===== config.mk =====
export PLATFORM = sky130hd
export DESIGN_NAME = mem_arbiter
export DESIGN_NICKNAME = d
export VERILOG_FILES = /design/src/rtl/mem_arbiter_pkg.sv /design/src/rtl/arb_cmd_latch.sv /design/src/rtl/mem_arbiter.sv
export SDC_FILE = /design/constraint.sdc
export NUM_CORES = 1
export LEC_CHECK = 0
export CORE_MARGIN = 4
export CORE_UTILIZATION = 45
export DETAILED_ROUTE_END_ITERATION = 16
export PLACE_DENSITY = 0.86
export SLEW_MARGIN = 25
export SYNTH_ARGS = -nofsm -noshare
export SYNTH_HDL_FRONTEND = slang
export SYNTH_SLANG_ARGS = --single-unit

===== constraint.sdc =====
create_clock -name clk -period 1.7 [get_ports clk]
set_clock_uncertainty 0.2 [all_clocks]
set_input_delay 0.255 -clock clk [delete_from_list [all_inputs] [get_ports clk]]
set_output_delay 0.255 -clock clk [all_outputs]
set_load 0.03 [all_outputs]

===== src/rtl/mem_arbiter_pkg.sv =====
// Shared LC-3b memory types used by the arbiter and its command latches.
// Latency: n/a (types only).
// Backpressure: n/a.
package mem_arbiter_pkg;

    typedef logic [15:0] lc3b_word;
    typedef logic [1:0]  lc3b_mem_wmask;

    typedef enum logic [1:0] {
        IDLE   = 2'd0,
        SERV_A = 2'd1,
        SERV_B = 2'd2,
        RESP   = 2'd3
    } lc3b_arb_state;

endpackage


===== src/rtl/arb_cmd_latch.sv =====
// Per-port command register: holds address, byte mask, write data, write flag, pending bit.
// Latency: loaded fields appear one cycle after load_i; clr_i drops pending on the next edge.
// Backpressure: none; load_i has priority over clr_i.
// Ports: clk/rst_n; load_i, clr_i controls; req_i/write_i/wmask_i/address_i/wdata_i command in;
//        pend_o/write_o/wmask_o/address_o/wdata_o latched command out.
module arb_cmd_latch
    import mem_arbiter_pkg::*;
#(
    parameter int WIDTH = 16
) (
    input  logic             clk,
    input  logic             rst_n,
    input  logic             load_i,
    input  logic             clr_i,
    input  logic             req_i,
    input  logic             write_i,
    input  lc3b_mem_wmask    wmask_i,
    input  logic [15:0]      address_i,
    input  logic [WIDTH-1:0] wdata_i,
    output logic             pend_o,
    output logic             write_o,
    output lc3b_mem_wmask    wmask_o,
    output logic [15:0]      address_o,
    output logic [WIDTH-1:0] wdata_o
);

    logic             pend_q, pend_d;
    logic             write_q, write_d;
    lc3b_mem_wmask    wmask_q, wmask_d;
    logic [15:0]      address_q, address_d;
    logic [WIDTH-1:0] wdata_q, wdata_d;

    always_comb begin
        pend_d    = pend_q;
        write_d   = write_q;
        wmask_d   = wmask_q;
        address_d = address_q;
        wdata_d   = wdata_q;
        if (load_i) begin
            pend_d    = req_i;
            write_d   = write_i;
            wmask_d   = wmask_i;
            address_d = address_i;
            wdata_d   = wdata_i;
        end else if (clr_i) begin
            pend_d    = 1'b0;
        end
    end

    always_ff @(posedge clk) begin
        if (!rst_n) begin
            pend_q    <= 1'b0;
            write_q   <= 1'b0;
            wmask_q   <= '0;
            address_q <= '0;
            wdata_q   <= '0;
        end else begin
            pend_q    <= pend_d;
            write_q   <= write_d;
            wmask_q   <= wmask_d;
            address_q <= address_d;
            wdata_q   <= wdata_d;
        end
    end

    assign pend_o    = pend_q;
    assign write_o   = write_q;
    assign wmask_o   = wmask_q;
    assign address_o = address_q;
    assign wdata_o   = wdata_q;

endmodule


===== src/rtl/mem_arbiter.sv =====
// Serialises datapath ports A (instr, read-only) and B (data, r/w) onto one physical memory port.
// Latency: strobe one cycle after the batch is sampled; one joint RESP cycle after the last pmem_resp.
// Backpressure: requests are level-held until resp; new requests are only sampled in IDLE.
// Ports: a_* port A, b_* port B, pmem_* physical memory; clk with synchronous active-low rst_n.
module mem_arbiter
    import mem_arbiter_pkg::*;
#(
    parameter int WIDTH      = 16,
    parameter bit PRIORITY_B = 1'b1
) (
    input  logic             clk,
    input  logic             rst_n,
    input  logic             a_read,
    input  logic [15:0]      a_address,
    output logic [WIDTH-1:0] a_rdata,
    output logic             a_resp,
    input  logic             b_read,
    input  logic             b_write,
    input  logic [1:0]       b_wmask,
    input  logic [15:0]      b_address,
    input  logic [WIDTH-1:0] b_wdata,
    output logic [WIDTH-1:0] b_rdata,
    output logic             b_resp,
    output logic             pmem_read,
    output logic             pmem_write,
    output logic [1:0]       pmem_wmask,
    output logic [15:0]      pmem_address,
    output logic [WIDTH-1:0] pmem_wdata,
    input  logic [WIDTH-1:0] pmem_rdata,
    input  logic             pmem_resp
);

    localparam logic [1:0] ST_IDLE   = IDLE;
    localparam logic [1:0] ST_SERV_A = SERV_A;
    localparam logic [1:0] ST_SERV_B = SERV_B;
    localparam logic [1:0] ST_RESP   = RESP;

    logic [1:0]       state_q, state_d;
    logic             inc_a_q, inc_a_d, inc_b_q, inc_b_d;
    logic [WIDTH-1:0] a_buf_q, a_buf_d, b_buf_q, b_buf_d;

    logic             a_req, b_req, load, clr_a, clr_b;
    logic             a_pend, a_wr, b_pend, b_wr;
    lc3b_mem_wmask    a_mask, b_mask;
    logic [15:0]      a_addr, b_addr;
    logic [WIDTH-1:0] a_wd, b_wd;

    assign a_req = a_read;
    assign b_req = b_read | b_write;
    assign load  = (state_q == ST_IDLE) && (a_req || b_req);
    assign clr_a = (state_q == ST_SERV_A) && pmem_resp;
    assign clr_b = (state_q == ST_SERV_B) && pmem_resp;

    // Port A is latched as a full-word read so its pmem fields come from registers like B's.
    arb_cmd_latch #(.WIDTH(WIDTH)) u_cmd_a (
        .clk(clk), .rst_n(rst_n), .load_i(load), .clr_i(clr_a),
        .req_i(a_req), .write_i(1'b0), .wmask_i(2'b11),
        .address_i(a_address), .wdata_i('0),
        .pend_o(a_pend), .write_o(a_wr), .wmask_o(a_mask),
        .address_o(a_addr), .wdata_o(a_wd)
    );

    arb_cmd_latch #(.WIDTH(WIDTH)) u_cmd_b (
        .clk(clk), .rst_n(rst_n), .load_i(load), .clr_i(clr_b),
        .req_i(b_req), .write_i(b_write), .wmask_i(b_wmask),
        .address_i(b_address), .wdata_i(b_wdata),
        .pend_o(b_pend), .write_o(b_wr), .wmask_o(b_mask),
        .address_o(b_addr), .wdata_o(b_wd)
    );

    always_comb begin
        state_d = state_q;
        inc_a_d = inc_a_q;
        inc_b_d = inc_b_q;
        a_buf_d = a_buf_q;
        b_buf_d = b_buf_q;
        case (state_q)
            ST_IDLE: begin
                if (load) begin
                    // Remember batch membership: pending bits clear as each port is served.
                    inc_a_d = a_req;
                    inc_b_d = b_req;
                    if (PRIORITY_B) state_d = b_req ? ST_SERV_B : ST_SERV_A;
                    else            state_d = a_req ? ST_SERV_A : ST_SERV_B;
                end
            end
            ST_SERV_A: begin
                if (pmem_resp) begin
                    if (!a_wr) a_buf_d = pmem_rdata;
                    state_d = b_pend ? ST_SERV_B : ST_RESP;
                end
            end
            ST_SERV_B: begin
                if (pmem_resp) begin
                    if (!b_wr) b_buf_d = pmem_rdata;
                    state_d = a_pend ? ST_SERV_A : ST_RESP;
                end
            end
            default: state_d = ST_IDLE;
        endcase
    end

    always_ff @(posedge clk) begin
        if (!rst_n) begin
            state_q <= ST_IDLE;
            inc_a_q <= 1'b0;
            inc_b_q <= 1'b0;
            a_buf_q <= '0;
            b_buf_q <= '0;
        end else begin
            state_q <= state_d;
            inc_a_q <= inc_a_d;
            inc_b_q <= inc_b_d;
            a_buf_q <= a_buf_d;
            b_buf_q <= b_buf_d;
        end
    end

    // Physical port is driven only from latched commands and only in a SERV state.
    always_comb begin
        pmem_read    = 1'b0;
        pmem_write   = 1'b0;
        pmem_wmask   = '0;
        pmem_address = '0;
        pmem_wdata   = '0;
        if (state_q == ST_SERV_A) begin
            pmem_read    = !a_wr;
            pmem_write   = a_wr;
            pmem_wmask   = a_mask;
            pmem_address = a_addr;
            pmem_wdata   = a_wd;
        end else if (state_q == ST_SERV_B) begin
            pmem_read    = !b_wr;
            pmem_write   = b_wr;
            pmem_wmask   = b_mask;
            pmem_address = b_addr;
            pmem_wdata   = b_wd;
        end
    end

    assign a_resp  = (state_q == ST_RESP) && inc_a_q;
    assign b_resp  = (state_q == ST_RESP) && inc_b_q;
    assign a_rdata = a_buf_q;
    assign b_rdata = b_buf_q;

endmodule


Word level (Yosys, flattened, before mapping)
Cells that the tools add are included.
{"block": "classes", "muxes": 21, "reduce_logical": 14, "eq_ne": 6, "bitwise_logic": 2}
{"operator": "$mux W16", "n": 4}
{"operator": "$mux W2", "n": 7}
{"operator": "$mux W1", "n": 9}
{"operator": "$ne A2 B2 Y1 const B", "n": 3}
{"operator": "$pmux W2 S3", "n": 1}
{"operator": "$reduce_and A3 Y1", "n": 2}
{"operator": "$logic_and A1 B1 Y1", "n": 5}
{"operator": "$eq A2 B2 Y1 const B", "n": 2}
{"operator": "$reduce_and A2 Y1", "n": 2}
{"operator": "$reduce_bool A2 Y1", "n": 2}
{"operator": "$eq A2 B1 Y1 const B", "n": 1}
{"operator": "$logic_not A2 Y1", "n": 1}
{"operator": "$logic_not A1 Y1", "n": 1}
{"operator": "$logic_or A1 B1 Y1", "n": 1}
{"operator": "$not A1 Y1", "n": 1}
{"operator": "$or A1 B1 Y1", "n": 1}
{"block": "word_totals", "register_bits": 90, "output_inout_bits": 70, "inputBits": 72}

Longest topological paths before layout
Gate-level depths: netlist (run 1).
{"block": "logic_depth", "depth_word": 5, "ltp_mapped": 6, "depth_no_buf": 3}

By module
Synthesis (run 1) repeated with hierarchy kept, for this count alone.
{"block": "unflattened", "hier_cells": 453, "hier_area_um2": 4588.2}
{"mod": "arb_cmd_latch", "cells_per_inst": 116, "area_per_inst_um2": 1396.3, "instances": 2}
{"mod": "mem_arbiter", "cells_per_inst": 221, "area_per_inst_um2": 1795.5, "instances": 1}

Worst setup path before layout (run 1)
Ideal clock, no wire load.
{"block": "synth_timing", "path_kind": "register -> output", "start": "register state_q[1]", "end": "output pmem_wdata[10]", "arrival_ns": 1.206, "t_required_ns": 1.245, "slack_ns": 0.039, "stages_incl_launch_ff": 5, "path_buffers": 2, "cell_sequence": "dfxtp_1 and2b_1 buf_2 clkbuf_1 and2_1"}
{"block": "synth_via", "elab_chain_len": 3}
{"element": "start: declaration", "line": "mem_arbiter.sv:38", "source": "logic [1:0] state_q, state_d;"}
{"element": "start signal: assignment", "line": "mem_arbiter.sv:111", "source": "state_q <= state_d;"}
{"element": "$eq A2 B2 Y1", "line": "mem_arbiter.sv:132", "source": "end else if (state_q == ST_SERV_B) begin"}
{"element": "$mux W16", "line": "mem_arbiter.sv:132"}
{"element": "$mux W16 (*)", "line": "mem_arbiter.sv:126", "source": "if (state_q == ST_SERV_A) begin"}
{"element": "end: declaration", "line": "mem_arbiter.sv:28", "source": "output logic [WIDTH-1:0] pmem_wdata,"}
Mark *: on every way between the ends. The rest lies on a longest branch, timed or not.

Worst setup path after layout (run 1)
{"block": "layout_timing", "start": "register state_q[0]", "end": "output pmem_address[3]"}
{"block": "layout_via", "elab_chain_len": 3}
{"element": "$eq A2 B2 Y1", "line": "mem_arbiter.sv:132"}
{"element": "$mux W16", "line": "mem_arbiter.sv:132"}
{"element": "$mux W16 (*)", "line": "mem_arbiter.sv:126"}
{"element": "end: declaration", "line": "mem_arbiter.sv:27", "source": "output logic [15:0] pmem_address,"}
Marked as above.

==> reports/qor.yml, run 1 <==
status: "finished, violations left"
violations: "negative setup slack"
vdd_ir_drop_max_mv: 0.514
cts_sinks: 90
diodes: 0
worst_slack_ps: -225
drv_cap: 0
grt.overflow.total: 0
stdcell_count: 688
setup_viol: 36
antenna_found_initial: 0
cp_max_fo: 18
synth-seq-cells: 90
min_period_ps: 1930
maxSlewViolCount: 0
num-nets-final: 650
hold_buffers: 0
yosys_warnings: 0
postSynthCellCount: 444
synth_area_mm2: 0.00393
drc: 0
max_stage_delay_ps: 330
detail_route.vias_per_cell: 5.17
fmaxAchievable_mhz: 519
mostFrequentLayoutCells: "nand2_1, dfxtp_1, clkdlybuf4s50_1, mux2i_1, buf_6"
multi_input_area_mm2: 0.00193
end_kind: "output pin"
drive_gt1_share_pct: 16.3
arrival_ps: 1470
area_growth_syn_to_layout_pct: 46.9
power.density_mw_per_mm2: 866
grt_util_all_layers_pct: 19.9
h-tree-depth: 3
syn_nets: 516
dr.pass1.iters: 4
portBuffers: 141
final_common_cell: "nand2_1"
grt_start_max_net_pins: 46
slowest_stage: "dfxtp_2"
grt_setup_unrepaired: "true"
hold_path_class: "primary input to flip-flop"
cts_root_buf: "clkbuf_8"
cts_setup_buffers: 0
clk_pin_slew_ps: 90
clockBufferDepth: 2
start_util_pct: 47.1
worstSetupPathType: "flip-flop to output pin"
dp_slack_ps: -72.7
power.total_mw: 5.00
wl_mm: 10.8
synth.distinct_cells: 35
grt_pass1_wl_mm: 16.4
core_mm2: 0.00834
seq_area_frac_synth_pct: 45.8
register_area_mm2: 0.00180
ant_nets: 0
worst_pin_slew_ps: 328
placed_cells: 670
gp_congestion: 0.817
slew_headroom_pct: 77.9
die_x_um: 101
syn_avg_cell_area_um2: 8.86
grt_pass1_vias: 3422
worstPathRequired_ps: 1240
die_area_mm2: 0.0103
rows: 33
insertion_delay_ps: 350
r2r_setup_slack_ps: 90
worstPathCellList: "and2b_4 -> clkbuf_16 -> a22o_1 -> buf_6"
hold_viol: 0
drt_iter0_drc: 162
start_kind: "flip-flop"
wl_per_cell_um: 15.7
via_count: 3556
power_leakage_nw: 2.57
cts_made_buffers: 9
timing.final.crit_share_pct: 113
io_pins: 142
fill_cells: 609
hpwlAfterDp_mm: 7.44
cts_tree: "done"
die_height_um: 101
==> layer usage <==
layer | share of wire, % | GRT usage (%) | vias up
met4 | 1.2 | 6.85 | 0
met1 | 42 | 25.4 | 1687
li1 | - | - | 1739
met3 | 6.3 | 4.27 | 9
met5 | 0 | 0 | -
met2 | 50 | 33.2 | 121
==> critical path: cells and delay by family, from the launching register on <==
| family | cells | cell delay, ps |
|---|---|---|
| simple gates | 1 | 300 |
| buf+inv | 2 | 330 |
| flops | 1 | 330 |
| compound gates | 1 | 160 |
==> sequential cells by signal, summed over array words and instances, names as in the netlist <==
signal,count
u_cmd_a.address_o,16
b_rdata,16
u_cmd_a.pend_o,1
u_cmd_b.wmask_o,2
u_cmd_b.address_o,16
u_cmd_b.pend_o,1
inc_a_q,1
a_rdata,16
state_q,2
inc_b_q,1
u_cmd_b.write_o,1
u_cmd_a.wmask_o,1
u_cmd_b.wdata_o,16
==> path summary, 6_finish.rpt <==
path / depth (start not counted) / to / from
hold / removal: 3 / b_rdata[10] / rst_n
hold reg to reg: 2 / b_rdata[3] / b_rdata[3]
setup / recovery: 4 / pmem_address[3] / state_q[0]
setup reg to reg: 5 / u_cmd_b.wdata_o[10] / state_q[0]
==> kinds of logic after synthesis <==
logic type,after synthesis,share of synthesized area (%)
and+or+nand+nor,200,22.3
DFF,90,45.8
muxes,50,12.7
buffers and inverters,39,7.06
AOI/OAI and AO/OA,65,12.1
==> layout make-up <==
type	instances	area share, %
clock buffer	10	2.38
sequential	90	31.2
clock inverter	6	0.736
inverter	1	0.0650
tap	105	2.27
multi-input combinational	315	33.3
timing repair buffer	161	30.0
==> Yosys cell counts <==
| cell | n | area share [%] |
|---|---|---|
| a22o_1 | 18 | 4.0 |
| clkbuf_2 | 2 | 0.25 |
| o211ai_1 | 1 | 0.19 |
| nand2b_1 | 1 | 0.16 |
| and2_1 | 17 | 2.7 |
| nand3_1 | 19 | 2.4 |
| o311ai_0 | 1 | 0.22 |
| a22oi_1 | 2 | 0.38 |
| inv_1 | 1 | 0.095 |
| mux2i_1 | 50 | 13 |
| buf_12 | 6 | 3.1 |
| o31ai_1 | 1 | 0.19 |
| dfxtp_1 | 90 | 46 |
| and3b_1 | 1 | 0.22 |
| buf_4 | 3 | 0.57 |
| buf_6 | 1 | 0.29 |
| nor2_4 | 1 | 0.29 |
| o21a_1 | 1 | 0.19 |
| o31a_4 | 1 | 0.45 |
| nor2_1 | 1 | 0.095 |
| o21ai_0 | 16 | 2.0 |
| and3_1 | 3 | 0.48 |
| and4bb_2 | 1 | 0.32 |
| nand3b_4 | 1 | 0.51 |
| a21boi_0 | 8 | 1.5 |
| a21o_1 | 1 | 0.19 |
| and2b_1 | 1 | 0.19 |
| o21ai_1 | 2 | 0.25 |
| a21boi_1 | 13 | 2.5 |
| clkbuf_1 | 14 | 1.3 |
| buf_2 | 10 | 1.3 |
| nand2_1 | 152 | 15 |
| nor2b_1 | 1 | 0.16 |
| buf_1 | 2 | 0.19 |
| or3b_1 | 1 | 0.22 |
==> metrics by stage <==
stage | cell area, µm² | hold WS, ps | setup TNS, ps | utilization (%)
after floorplan | 3930 | 185 | 0 | -
after global placement | 5380 | 237 | -1260 | 64.5
after detailed placement | 5380 | 244 | -2310 | 64.5
after CTS | 5650 | 87.6 | -6540 | 67.8
after global routing | 5780 | 110 | -9040 | 69.3
final | 5780 | 104 | -7000 | 69.3
==> power breakdown <==
group	switching, mW	internal [mW]
logic	0.654	0.650
registers	0.101	2.28
clock network	0.745	0.571
==> repair_timing <==
item	in CTS	in global routing
setup endpoints to repair	68	38
cloned	0	2
gates resized for setup	70	15
Note: power is estimated with default switching activity, not from simulation.
==> inputs of run 2 (changes only) <==
Settings changed: CTS_CLUSTER_DIAMETER from default to 120, SLEW_MARGIN 25 to default.
Clock period 1.7 ns to 2.1 ns, I/O delays scaled along.
==> reports/qor.yml, run 2 (synthesis results as in run 1) <==
die_area_mm2: 0.0103
dr.pass1.iters: 4
switching_share_pct: 27.1
hold_viol: 0
worstReg2RegEnd: "u_cmd_b.address_o[9]"
hpwlAfterDp_mm: 7.43
pwr-share-clk_pct: 34.8
grt_pass1_vias: 3432
ant_nets: 0
place_area_mm2: 0.00529
placed_cells: 664
power.density_mw_per_mm2: 794
min_period_ps: 2030
vdd_ir_drop_max_mv: 0.552
cts_root_buf: "clkbuf_8"
rr_startpoint: "state_q[0]"
combPwrFrac_pct: 22.0
antenna_found_initial: 0
fill_cells: 679
stdcell_area_mm2: 0.00561
cts_sinks: 90
gp_congestion: 0.798
setup_viol: 0
cp-startpoint: "state_q[0]"
grt_pass1_wl_mm: 16.0
drive_gt1_share_pct: 13.0
drt_iter0_drc: 168
power_leakage_nw: 2.36
worstPathRequired_ps: 1580
start_kind: "flip-flop"
slew_headroom_pct: 73.3
maxSlewViolCount: 0
finalSetupTns_ps: 0
via_count: 3484
final_common_cell: "nand2_1"
wl_mm: 10.5
crit_buf_inv: 2
crit_path_end: "pmem_wmask[1]"
grt.overflow.total: 0
die_height_um: 101
cts_made_buffers: 9
cp_top_family: "flip-flops"
die_x_um: 101
drc: 0
max_stage_delay_ps: 370
portBuffers: 141
cts_tree: "done"
p_sw_mw: 1.21
rows: 33
timing.final.crit_share_pct: 96.5
detail_route.vias_per_cell: 5.10
reg2reg_depth: 6
hold_path_class: "primary input to flip-flop"
cp_max_fo: 19
clockBufferDepth: 2
start_util_pct: 47.1
stdcell_count: 683
cp_num_cells: 4
area_growth_syn_to_layout_pct: 42.7
r2r_setup_slack_ps: 270
worstSetupPathType: "flip-flop to output pin"
drv_cap: 0
wl_per_cell_um: 15.3
mostFrequentLayoutCells: "nand2_1, clkdlybuf4s50_1, dfxtp_1, mux2i_1, buf_4"
p_int_mw: 3.25
grt_start_max_net_pins: 60
fmaxAchievable_mhz: 493
insertion_delay_ps: 350
register_area_mm2: 0.00181
core_mm2: 0.00834
worst_pin_slew_ps: 401
clk_pin_slew_ps: 90
seqPwrFrac_pct: 43.2
multi_input_area_mm2: 0.00186
path_common_cell: "buf_12"
slowest_stage: "dfxtp_4"
num-nets-final: 645
diodes: 0
arrival_ps: 1510
io_pins: 142
grt_util_all_layers_pct: 19.5
end_kind: "output pin"
worstPathCellList: "and2b_4 -> buf_12 -> a22o_1 -> buf_12"
status: "complete, no violations"
h-tree-depth: 3
==> run 2: worst reg2reg max path, delay by kind of cell (launching register included) <==
kind / cells / cell delay [ps]
buffers and inverters: 3 / 520
AND/OR/NAND/NOR: 1 / 150
multiplexers: 1 / 240
AO/OA/AOI/OAI: 1 / 280
flip-flops: 1 / 370
==> run 2: how the worst min path moves through the flow <==
stage	endpoint	slack [ps]	startpoint	cells past startpoint
after floorplan	u_cmd_b.wdata_o[0]	230	u_cmd_b.wdata_o[0]	2
final	u_cmd_b.wdata_o[6]	220	rst_n	3
after CTS	u_cmd_a.address_o[6]	210	rst_n	3
after global placement	u_cmd_b.wdata_o[9]	240	u_cmd_b.wdata_o[9]	2
after detailed placement	b_rdata[3]	240	b_rdata[3]	2
after global routing	u_cmd_a.address_o[1]	230	rst_n	3
==> run 2: final cells by class <==
cell class / instances / area share (%)
Clock buffer: 9 / 2.21
Sequential cell: 90 / 32.2
Timing Repair Buffer: 156 / 27.5
Tap cell: 105 / 2.34
Multi-Input combinational cell: 315 / 33.1
Clock inverter: 7 / 2.61
Inverter: 1 / 0.0669
==> run 2: power groups by stage <==
stage / clock network (mW) / registers, mW / logic, mW
finish: 1.55 / 1.92 / 0.980
CTS: 1.58 / 1.92 / 0.953
detailed placement: 0 / 1.96 / 0.947
floorplan: 0 / 1.99 / 0.583
global placement: 0 / 1.96 / 0.926
global route: 1.67 / 1.94 / 1.05
==> run 2: metal layers <==
metal	track usage [%]	wire [µm]	vias up
met2	33.6	5220	110
met1	23.5	4310	1620
met4	6.65	189	0
li1	-	-	1739
met5	0	0	-
met3	5.23	758	15
==> run 2: per-stage QoR <==
step | total power [mW] | setup WS [ps] | util [%] | hold WS (ps)
after detailed placement | 2.91 | 166 | 63.4 | 244
final | 4.46 | 72.6 | 67.3 | 220
after global routing | 4.66 | -5.04 | 67.3 | 229
after global placement | 2.88 | 207 | 63.4 | 237
after CTS | 4.46 | 16.0 | 66.6 | 207
after floorplan | 2.57 | 379 | - | 230
==> run 2: what timing repair did <==
| item | in CTS | in global routing |
|---|---|---|
| hold buffers | 0 | 0 |
| pin swaps | 0 | 0 |
| setup endpoints to repair | 38 | 20 |
| buffers inserted | 0 | 1 |
| gates resized for setup | 3 | 6 |
| cloned | 0 | 2 |
==> inputs of run 3 (changes only) <==
Settings changed: CTS_CLUSTER_SIZE from default to 10, SLEW_MARGIN from default to 20.
==> results of run 3 <==
Final layout, timing and power as in run 2 (identical DEF).
